## src/rtl/div_ctrl.sv

```systemverilog
// Multi-cycle radix-2 restoring divider for DIV/DIVU, one quotient bit per cycle.
// Returns {remainder, quotient} with ready_o, held while start_i stays high.
module div_ctrl #(
    parameter int WIDTH = 32
) (
    input  logic                 clk,
    input  logic                 rst,
    input  logic                 signed_div_i,
    input  logic [WIDTH-1:0]     opdata1_i,
    input  logic [WIDTH-1:0]     opdata2_i,
    input  logic                 start_i,
    input  logic                 annul_i,
    output logic [2*WIDTH-1:0]   result_o,
    output logic                 ready_o,
    output logic                 busy_o
);

    localparam int CNT_W = $clog2(WIDTH + 1);
    localparam logic [CNT_W-1:0] CNT_MAX = CNT_W'(WIDTH);

    typedef enum logic [1:0] {
        S_IDLE,
        S_BYZERO,
        S_ON,
        S_END
    } state_t;

    state_t             state;
    logic [CNT_W-1:0]   cnt;
    logic [2*WIDTH:0]   work;
    logic [WIDTH-1:0]   divisor;
    logic               op1_neg;
    logic               op2_neg;
    logic               sign_flag;

    logic [WIDTH-1:0]   op1_abs;
    logic [WIDTH-1:0]   op2_abs;
    logic [WIDTH:0]     diff;
    logic [WIDTH-1:0]   q_raw;
    logic [WIDTH-1:0]   r_raw;
    logic [WIDTH-1:0]   q_fix;
    logic [WIDTH-1:0]   r_fix;

    // Magnitudes only matter for signed operands; -2^(W-1) negates to itself, which is the right unsigned value
    assign op1_abs = (signed_div_i && opdata1_i[WIDTH-1]) ? (~opdata1_i + 1'b1) : opdata1_i;
    assign op2_abs = (signed_div_i && opdata2_i[WIDTH-1]) ? (~opdata2_i + 1'b1) : opdata2_i;

    assign diff  = {1'b0, work[2*WIDTH-1:WIDTH]} - {1'b0, divisor};
    assign q_raw = work[WIDTH-1:0];
    assign r_raw = work[2*WIDTH:WIDTH+1];
    assign q_fix = (sign_flag && (op1_neg ^ op2_neg)) ? (~q_raw + 1'b1) : q_raw;
    assign r_fix = (sign_flag && op1_neg) ? (~r_raw + 1'b1) : r_raw;

    assign busy_o = (state != S_IDLE);

    always_ff @(posedge clk or negedge rst) begin
        if (!rst) begin
            state     <= S_IDLE;
            cnt       <= '0;
            work      <= '0;
            divisor   <= '0;
            op1_neg   <= 1'b0;
            op2_neg   <= 1'b0;
            sign_flag <= 1'b0;
            result_o  <= '0;
            ready_o   <= 1'b0;
        end else begin
            case (state)
                S_IDLE: begin
                    result_o <= '0;
                    ready_o  <= 1'b0;
                    if (start_i && !annul_i) begin
                        if (opdata2_i == '0) begin
                            state <= S_BYZERO;
                        end else begin
                            state     <= S_ON;
                            cnt       <= '0;
                            sign_flag <= signed_div_i;
                            op1_neg   <= signed_div_i & opdata1_i[WIDTH-1];
                            op2_neg   <= signed_div_i & opdata2_i[WIDTH-1];
                            work      <= {{WIDTH{1'b0}}, op1_abs, 1'b0};
                            divisor   <= op2_abs;
                        end
                    end
                end
                S_BYZERO: begin
                    result_o <= '0;
                    if (annul_i) begin
                        state   <= S_IDLE;
                        ready_o <= 1'b0;
                    end else begin
                        state   <= S_END;
                        ready_o <= 1'b1;
                    end
                end
                S_ON: begin
                    if (annul_i) begin
                        state    <= S_IDLE;
                        result_o <= '0;
                        ready_o  <= 1'b0;
                    end else if (cnt != CNT_MAX) begin
                        // Restoring step: subtract only when the partial remainder covers the divisor
                        if (diff[WIDTH]) begin
                            work <= {work[2*WIDTH-1:0], 1'b0};
                        end else begin
                            work <= {diff[WIDTH-1:0], work[WIDTH-1:0], 1'b1};
                        end
                        cnt <= cnt + 1'b1;
                    end else begin
                        state    <= S_END;
                        result_o <= {r_fix, q_fix};
                        ready_o  <= 1'b1;
                    end
                end
                S_END: begin
                    if (!start_i || annul_i) begin
                        state    <= S_IDLE;
                        result_o <= '0;
                        ready_o  <= 1'b0;
                    end
                end
                default: begin
                    state    <= S_IDLE;
                    result_o <= '0;
                    ready_o  <= 1'b0;
                end
            endcase
        end
    end

endmodule
```

## config.mk

```make
export PLATFORM = sky130hd
export DESIGN_NAME = div_ctrl
export DESIGN_NICKNAME = d
export VERILOG_FILES = /design/src/rtl/div_ctrl.sv
export SDC_FILE = /design/constraint.sdc
export NUM_CORES = 1
export LEC_CHECK = 0
export BUFFER_PORTS_ARGS = -buffer_cell sky130_fd_sc_hd__buf_2
export CAP_MARGIN = 20
export CORE_ASPECT_RATIO = 1.75
export CORE_MARGIN = 3
export CORE_UTILIZATION = 55
export DETAILED_ROUTE_END_ITERATION = 10
export GPL_TIMING_DRIVEN = 0
export HOLD_SLACK_MARGIN = 0.12
export PLACE_DENSITY = 0.83
export SLEW_MARGIN = 10
export SYNTH_ARGS = -nofsm -noshare
export SYNTH_HDL_FRONTEND = slang
export SYNTH_SLANG_ARGS = --single-unit
export TNS_END_PERCENT = 20
```

## constraint.sdc

```tcl
create_clock -name clk -period 4.2 [get_ports clk]
set_input_delay 0.63 -clock clk [delete_from_list [all_inputs] [get_ports clk]]
set_output_delay 0.63 -clock clk [all_outputs]
set_load 0.01 [all_outputs]
```

==> results.txt, run 1 <==
Gate power share: 0.523
YS warnings: 0
Detailed Place HPWL: 25.1 mm
drt pass-1 iters: 6
sequential element share of the synthesized area: 0.373
Compound-Gate Fraction of Synth Area: 0.217
Finished Cell Area: 13300 um^2
TNS Setup: 0 ps
Cell Area, Synth: 11600 um^2
main combinational cell family by area after synthesis: compound AO/OA/AOI/OAI gates
largest net degree at the start of global routing: 102
endpoints failing hold: 0
Setup Skew: 9.55 ps
final net count: 1667
endpoints failing setup: 0
Routed WL: 32.2 mm
initial antenna violation count: 0
Row Count: 69
Reg power frac: 0.288
worst endpoint required time: 4500 ps
HP Class: input port to asynchronous set/reset pin
Die X-Extent: 116 um
Async SR Flop Fraction: 1.00
post-synthesis simple-gate area fraction: 0.177
share of cells above drive strength 1: 0.137
MaxCap Viol Count: 0
mux cell area share after synthesis: 0.0377
area leader, netlist: dfrtp_1
post-synthesis cell count: 1399
Net Sw Frac: 0.453
Die Y: 198 um
post-synthesis adder-cell area fraction: 0.0481
clk slew on worst S/H paths: 60 ps
number of global-route vias before repair: 10500
Yosys reg bits: 173
IO Port Bufs: 134
worst slack at placement: 146 ps
cells along the critical path: inv_1, ha_1, fa_1, nand2b_1, a21oi_1, o21ai_0, a21oi_1, o211ai_1, o22ai_1, buf_1, mux2i_1, o21ai_0
dominant synthesized flop cell: dfrtp_1
first-pass GRT wire length: 50.5 mm
Max VDD drop: 399 uV
kind of critical path: flip-flop to flip-flop
Startpoint Class: flip-flop
GRT Util Overall: 0.279
Post-Place Cell Area: 12600 um^2
Max Clock Freq: 244 MHz
fin crit share: 0.978
die area: 22900 um^2
Area contributors post-synth: dfrtp_1, o21ai_0, nand2_1, a21oi_1, xnor2_1
RSZ-0062 raised after global routing: false
Synth top area share: 0.373
Root Buffer: clkbuf_16
io pins: 135
Critical Path AT: 4410 ps
Largest stage delay, worst path: 580 ps
Post-synth EDFFs: 0
Clock Power Share: 0.189
Max Slew Vio Count: 0
Max Root-Sink Buffers: 2
Yosys cell types: 76
DRC Markers: 0
Tmin final: 4110 ps
initial detailed-routing violation count: 734
Final GP Congestion: 0.938
P_sw: 4210 uW
Pint: 5090 uW
Setup crit end kind: flip-flop
post-detailed-route count of antenna-violating nets: 0
relative slew slack: 0.376
CTS tree: built
worst-path fanout max: 10
# fillers: 1729
Final WS setup: 93.9 ps
utilization after layout: 0.646
CTS Buf Count: 17
status: finished, final reports clean
clk_lat worst skew: 440 ps
Ant. Diodes: 0
global route overflow: 0
XOR/XNOR Fraction of Synth Area: 0.102
Static Leak: 0.00606 uW
starting density of the core: 0.565
pwr dens: 700 nW/um^2
clock sinks: 173
postcts setup bufs: 0
synth-to-layout area growth: 14.5%
drt wl/cell: 17.7 um
Post-Syn Nets: 1512
CTS H-tree depth: 4
slowest cell on the critical path: buf_1
Vias: 10800
Vias per Instance: 5.97
Mean Syn Cell Area: 8.29 um^2
core box area: 20500 um^2
Slew @ Worst Pin: 933 ps
cells by family (layout without fill, tap and decap cells):
group           count (synthesis)  in the layout
buf+inv                       134            302
compound gates                431            431
flops                         173            173
simple gates                  440            440
fa+ha+maj                      44             44
xor+xnor                      135            135
mux                            42             42
placed cells by master (no fill, tap or decap), types with 16 or more instances in the layout:
cell / count
nand2_1: 197
o21ai_0: 189
dfrtp_1: 173
buf_2: 144
a21oi_1: 126
nor2_1: 98
xnor2_1: 71
xor2_1: 64
inv_1: 58
clkbuf_1: 58
ha_1: 43
mux2i_1: 31
nor3_1: 26
a21o_1: 20
or3_1: 18
nand3_1: 17
clkbuf_16: 17
o31ai_1: 16
path summary, 6_finish.rpt:
path / from / end / slack [ps] / cells past startpoint
hold reg to reg: result_o[8]$_DFFE_PN0P_ / result_o[8]$_DFFE_PN0P_ / 470 / 2
setup reg to reg: work[32]$_DFFE_PN0P_ / work[45]$_DFFE_PN0P_ / 90 / 12
min in group clk: result_o[8]$_DFFE_PN0P_ / result_o[8]$_DFFE_PN0P_ / 470 / 2
hold / removal: rst / divisor[3]$_DFFE_PN0P_ / 230 / 1
max in group asynchronous: rst / result_o[60]$_DFFE_PN0P_ / 3140 / 2
setup / recovery: work[32]$_DFFE_PN0P_ / work[45]$_DFFE_PN0P_ / 90 / 12
sequential cells by signal, summed over array words and instances (netlist names):
signal / flops
cnt: 6
divisor: 32
op1_neg: 1
op2_neg: 1
ready_o: 1
result_o: 64
sign_flag: 1
state: 2
work: 65
through the flow:
stage                     hold slack, ps  total power (uW)  instances
after floorplan                      334              6100       1399
after global placement               455              7280       1781
after detailed placement             465              7460       1783
after CTS                            258              9250       1815
after global routing                 291              9950       1815
final                                228              9300       1815
synth_stat cells (all sizes together), types with 4 or more instances:
cell type  instances
and2              10
nand3             17
nand2b            12
nor3              28
ha                43
dfrtp            173
a211oi             4
nand4              4
mux2i             31
o211ai             7
a21oi            126
a221oi             4
o31a               4
mux2              11
inv               59
nand2            197
or3               19
xor2              64
clkbuf            59
buf               16
a31o               4
or4               10
o21ai            192
and3               8
or2                5
o31ai             18
nor2              98
o21a               5
o22ai              6
nand3b             4
a31oi              8
nor2b              7
nor4              14
a21o              20
xnor2             71
o41ai              8
what timing repair did:
| action | in CTS | in global routing |
|---|---|---|
| hold buffers | 0 | 0 |
| endpoints found under the setup margin | 0 | 2 |
| resized for setup | 0 | 2 |
power groups by stage:
stage | clock network [uW] | registers [uW] | logic (uW)
after detailed placement | 0 | 2690 | 4770
after CTS | 1760 | 2660 | 4820
after global placement | 0 | 2660 | 4620
final | 1760 | 2670 | 4870
after global routing | 1820 | 2740 | 5390
after floorplan | 0 | 2620 | 3480
worst max-delay path: cells and delay by family, from the launching register on:
| family | cells | cell delay, ps |
|---|---|---|
| compound gates | 6 | 1780 |
| buf+inv | 2 | 690 |
| fa+ha+maj | 2 | 620 |
| flops | 1 | 370 |
| mux | 1 | 330 |
| simple gates | 1 | 180 |
final cells by class:
cell class	count	area (um^2)	area share
multi-input cells	1092	6750	0.508
flip-flops and latches	173	4330	0.326
repair buffers	136	712	0.0536
clock buffers	18	439	0.0331
well taps	248	310	0.0234
plain buffers	75	308	0.0232
inverters	59	221	0.0167
clock inverters	14	216	0.0163
metal layers:
| metal | global-route usage | routed length [um] | vias to the layer above |
|---|---|---|---|
| li1 | - | - | 5209 |
| met1 | 0.290 | 11500 | 5075 |
| met2 | 0.526 | 17400 | 432 |
| met3 | 0.0284 | 1490 | 115 |
| met4 | 0.161 | 1730 | 0 |
| met5 | 0 | 0 | - |
Power figures use the tool's default switching activity.
==> run 2, diff against run 1 <==
- CTS_CLUSTER_DIAMETER: unset -> 100
- REMOVE_ABC_BUFFERS: unset -> 1
==> results.txt, run 2 (synthesized netlist as in run 1, its figures left out) <==
status: finished, final reports clean
Max Slew Vio Count: 0
TNS Setup: 0 ps
biggest regs: work (65), result_o (64), divisor (32)
post-detailed-route count of antenna-violating nets: 0
DRC Markers: 0
synth-to-layout area growth: 13.1%
Die X-Extent: 116 um
Reg with most FFs: work
met2 Use GR: 0.534
Row Count: 69
Startpoint Class: flip-flop
Final GP Congestion: 0.918
Detailed Place HPWL: 23.9 mm
Finished Cell Area: 13100 um^2
core box area: 20500 um^2
global route overflow: 0
GRT Util Overall: 0.282
CTS Buf Count: 17
utilization after layout: 0.638
CTS tree: built
Tmin final: 4010 ps
Critical Path AT: 4330 ps
initial antenna violation count: 0
pwr dens: 694 nW/um^2
drt wl/cell: 18.0 um
first-pass GRT wire length: 51.2 mm
kind of critical path: flip-flop to flip-flop
worst endpoint required time: 4520 ps
clk_lat worst skew: 440 ps
commonest non-fill, non-tap cell in the layout: nand2_1
max reg flops: 65
cell mode on critical path: a21oi_1
# fillers: 1760
drt pass-1 iters: 7
initial detailed-routing violation count: 715
Static Leak: 0.00600 uW
starting density of the core: 0.565
endpoints failing setup: 0
Vias per Instance: 6.06
number of global-route vias before repair: 10500
Setup crit end kind: flip-flop
MaxCap Viol Count: 0
clk slew on worst S/H paths: 70 ps
final net count: 1606
Final WS setup: 189 ps
Post-Place Cell Area: 12500 um^2
HP Class: input port to asynchronous set/reset pin
share of cells above drive strength 1: 0.146
met3 Use GR: 0.0407
RSZ-0062 raised after global routing: false
fin crit share: 0.955
commonest cells after routing, fill and taps aside: nand2_1, o21ai_0, dfrtp_1, buf_2, a21oi_1
Vias: 10600
Die Y: 198 um
Setup Skew: 9.83 ps
cells along the critical path: inv_1, ha_1, fa_1, nand2b_1, a21oi_1, o21ai_0, a21oi_1, o211ai_1, o22a_1, mux2_4, a211o_1
Routed WL: 31.5 mm
CTS H-tree depth: 4
relative slew slack: 0.258
Max Clock Freq: 249 MHz
Largest stage delay, worst path: 660 ps
met1 usage: 0.287
largest net degree at the start of global routing: 100
IO Port Bufs: 134
gr busiest metal: met2
clock sinks: 173
Max Root-Sink Buffers: 2
die area: 22900 um^2
io pins: 135
total design power: 9110 uW
endpoints failing hold: 0
Max VDD drop: 313 uV
slowest cell on the critical path: o21ai_0
Root Buffer: clkbuf_16
Ant. Diodes: 0
worst-path fanout max: 11
worst slack at placement: -394 ps
Slew @ Worst Pin: 1090 ps
-- run 2: cell count changes in the layout (fill, tap and decap cells not counted), sizes merged --
cell	change
clkinvlp	-1
bufinv	-4
inv	-1
clkinv	+3
clkbuf	-58
buf	-2
-- run 2: metrics by stage --
| step | hold WS, ps | instances |
|---|---|---|
| final | 153 | 1752 |
| after global routing | 195 | 1752 |
| after CTS | 173 | 1748 |
| after detailed placement | 465 | 1718 |
| after global placement | 455 | 1706 |
| after floorplan | 334 | 1324 |
-- run 2: critical path, delay by kind of cell (launching register included) --
| family | cells | cell delay, ps |
|---|---|---|
| muxes | 1 | 340 |
| buffers and inverters | 1 | 130 |
| AOI/OAI and AO/OA | 6 | 2400 |
| DFF | 1 | 440 |
| adders and majority gates | 2 | 390 |
| and+or+nand+nor | 1 | 170 |
-- run 2: what timing repair did --
| action | 4_1_cts | 5_1_grt |
|---|---|---|
| resized for setup | 1 | 0 |
| pin swaps | 0 | 1 |
| hold buffers | 0 | 0 |
| setup buffers | 0 | 2 |
| setup endpoints to repair | 1 | 1 |
| endpoints found under the hold margin | 0 | 0 |
-- run 2: final cells by class --
class / count / area, um^2 / share of cell area
multi-input cells: 1092 / 6790 / 0.518
flip-flops and latches: 173 / 4330 / 0.330
repair buffers: 150 / 936 / 0.0713
clock buffers: 19 / 433 / 0.0330
well taps: 248 / 310 / 0.0237
inverters: 59 / 221 / 0.0169
clock inverters: 11 / 98.8 / 0.00754
-- run 2: final timing paths --
kind                            slack [ps]                       end  cells past startpoint                startpoint
worst min-delay path                   150  result_o[33]$_DFFE_PN0P_                      1                       rst
worst max-delay path                   190      work[63]$_DFFE_PN0P_                     11      work[32]$_DFFE_PN0P_
worst max register to register         190      work[63]$_DFFE_PN0P_                     11      work[32]$_DFFE_PN0P_
min in group clk                       470   divisor[31]$_DFFE_PN0P_                      3             opdata2_i[31]
worst min register to register         470  result_o[43]$_DFFE_PN0P_                      2  result_o[43]$_DFFE_PN0P_
max in group asynchronous             3140      work[22]$_DFFE_PN0P_                      2                       rst
-- run 2: where the power goes --
part	switching, uW	internal, uW	total (uW)
clock network	675	806	1480
logic	3000	1930	4930
registers	518	2180	2700
-- run 2: routing by layer --
| metal | up-vias | share of wire | routed length [um] |
|---|---|---|---|
| met3 | 92 | 0.038 | 1180 |
| met1 | 5141 | 0.34 | 10800 |
| li1 | 5089 | - | - |
| met4 | 0 | 0.056 | 1760 |
| met2 | 293 | 0.56 | 17700 |
| met5 | - | 0 | 0 |
==> run 3, diff against run 2 <==
- PLACE_DENSITY: 0.83 -> 0.74
- SKIP_CTS_REPAIR_TIMING: unset -> 1
==> results.txt, run 3 (synthesized netlist as in run 1, its figures left out) <==
global route overflow: 0
IO Port Bufs: 134
pwr dens: 704 nW/um^2
Min Hold Slack: 119 ps
Die Y: 198 um
reg2reg start: work[32]$_DFFE_PN0P_
P_sw: 4190 uW
Reg with most FFs: work
kind of critical path: flip-flop to flip-flop
R2R Setup Slk: 290 ps
relative slew slack: 0.325
Static Leak: 0.00603 uW
CTS tree: built
Root Buffer: clkbuf_16
GRT Util Overall: 0.279
Reg power frac: 0.289
status: finished, final reports clean
Max Slew Vio Count: 0
die area: 22900 um^2
RSZ-0062 raised after global routing: false
Pint: 5090 uW
clk_lat worst skew: 450 ps
final net count: 1605
Max Root-Sink Buffers: 2
TNS Setup: 0 ps
Tmin final: 3910 ps
CTS Buf Count: 17
starting density of the core: 0.565
Max VDD drop: 472 uV
clock sinks: 173
biggest regs: work (65), result_o (64), divisor (32)
commonest cells after routing, fill and taps aside: nand2_1, o21ai_0, dfrtp_1, buf_2, a21oi_1
Vias: 10400
number of global-route vias before repair: 10200
clk slew on worst S/H paths: 70 ps
Gate power share: 0.531
MaxCap Viol Count: 0
first-pass GRT wire length: 50.7 mm
initial antenna violation count: 0
Row Count: 69
io pins: 135
total design power: 9290 uW
reg2reg path depth: 12
worst slack at placement: -486 ps
endpoints failing setup: 0
Vias per Instance: 5.92
initial detailed-routing violation count: 535
post-detailed-route count of antenna-violating nets: 0
Setup Skew: 10.7 ps
Critical Path AT: 4250 ps
CTS H-tree depth: 4
Die X-Extent: 116 um
worst r2r dst: work[55]$_DFFE_PN0P_
HP Class: input port to asynchronous set/reset pin
Net Sw Frac: 0.452
drt pass-1 iters: 5
Slew @ Worst Pin: 1010 ps
Detailed Place HPWL: 23.5 mm
Final GP Congestion: 0.958
largest net degree at the start of global routing: 105
Final WS setup: 289 ps
drt wl/cell: 17.8 um
worst-path fanout max: 19
fin crit share: 0.931
commonest non-fill, non-tap cell in the layout: nand2_1
Setup crit end kind: flip-flop
core box area: 20500 um^2
Ant. Diodes: 0
Max Clock Freq: 256 MHz
worst endpoint required time: 4540 ps
synth-to-layout area growth: 13.8%
endpoints failing hold: 0
DRC Markers: 0
Startpoint Class: flip-flop
max reg flops: 65
Clock Power Share: 0.180
Routed WL: 31.3 mm
share of cells above drive strength 1: 0.146
[run 3: power by group through the flow]
stage	Sequential [uW]	Clock [uW]	Combinational [uW]
2_1_floorplan	2630	0	3360
3_3_place_gp	2690	0	4630
3_5_place_dp	2700	0	4900
4_1_cts	2680	1690	4940
5_1_grt	2760	1760	5490
6_report	2680	1670	4930
[run 3: layout make-up]
type                       count  area, um^2
tap                          248         310
timing repair buffer         149         932
clock inverter                 9         135
fill                        1865        7350
clock buffer                  22         484
inverter                      59         221
sequential                   173        4330
multi-input combinational   1092        6790
[run 3: worst max-delay path: stages, from the launching register on]
cell	delay (ps)
dfrtp_1	390
inv_1	100
ha_1	220
fa_1	420
nand2b_1	190
a21oi_1	250
o21ai_0	270
a21oi_1	380
o211ai_1	330
o22ai_4	580
buf_16	250
nand3b_1	150
a221oi_1	270
[run 3: worst max-delay path by stage]
stage | slack (ps) | end | cells after the start | startpoint
after detailed placement | -490 | work[59]$_DFFE_PN0P_ | 9 | opdata2_i[0]
after global placement | -5530 | result_o[3]$_DFFE_PN0P_ | 7 | state[0]$_DFFE_PN0P_
after global routing | 120 | work[55]$_DFFE_PN0P_ | 12 | work[32]$_DFFE_PN0P_
after CTS | -180 | work[59]$_DFFE_PN0P_ | 7 | state[0]$_DFFE_PN0P_
final | 290 | work[55]$_DFFE_PN0P_ | 12 | work[32]$_DFFE_PN0P_
after floorplan | -1870 | result_o[10]$_DFFE_PN0P_ | 7 | state[0]$_DFFE_PN0P_
[run 3: layer usage]
| metal | GRT usage | part of all wire | wire, um |
|---|---|---|---|
| met1 | 0.296 | 0.37 | 11700 |
| met2 | 0.524 | 0.55 | 17000 |
| met3 | 0.0370 | 0.030 | 946 |
| met4 | 0.145 | 0.051 | 1590 |
| met5 | 0 | 0 | 0 |
[run 3: metrics by stage]
stage / cell area (um^2) / instances / utilization
6_report: 13200 / 1752 / 0.642
2_1_floorplan: 11300 / 1324 / -
3_5_place_dp: 12600 / 1720 / 0.611
5_1_grt: 13200 / 1752 / 0.642
4_1_cts: 13200 / 1751 / 0.642
3_3_place_gp: 12300 / 1706 / 0.597
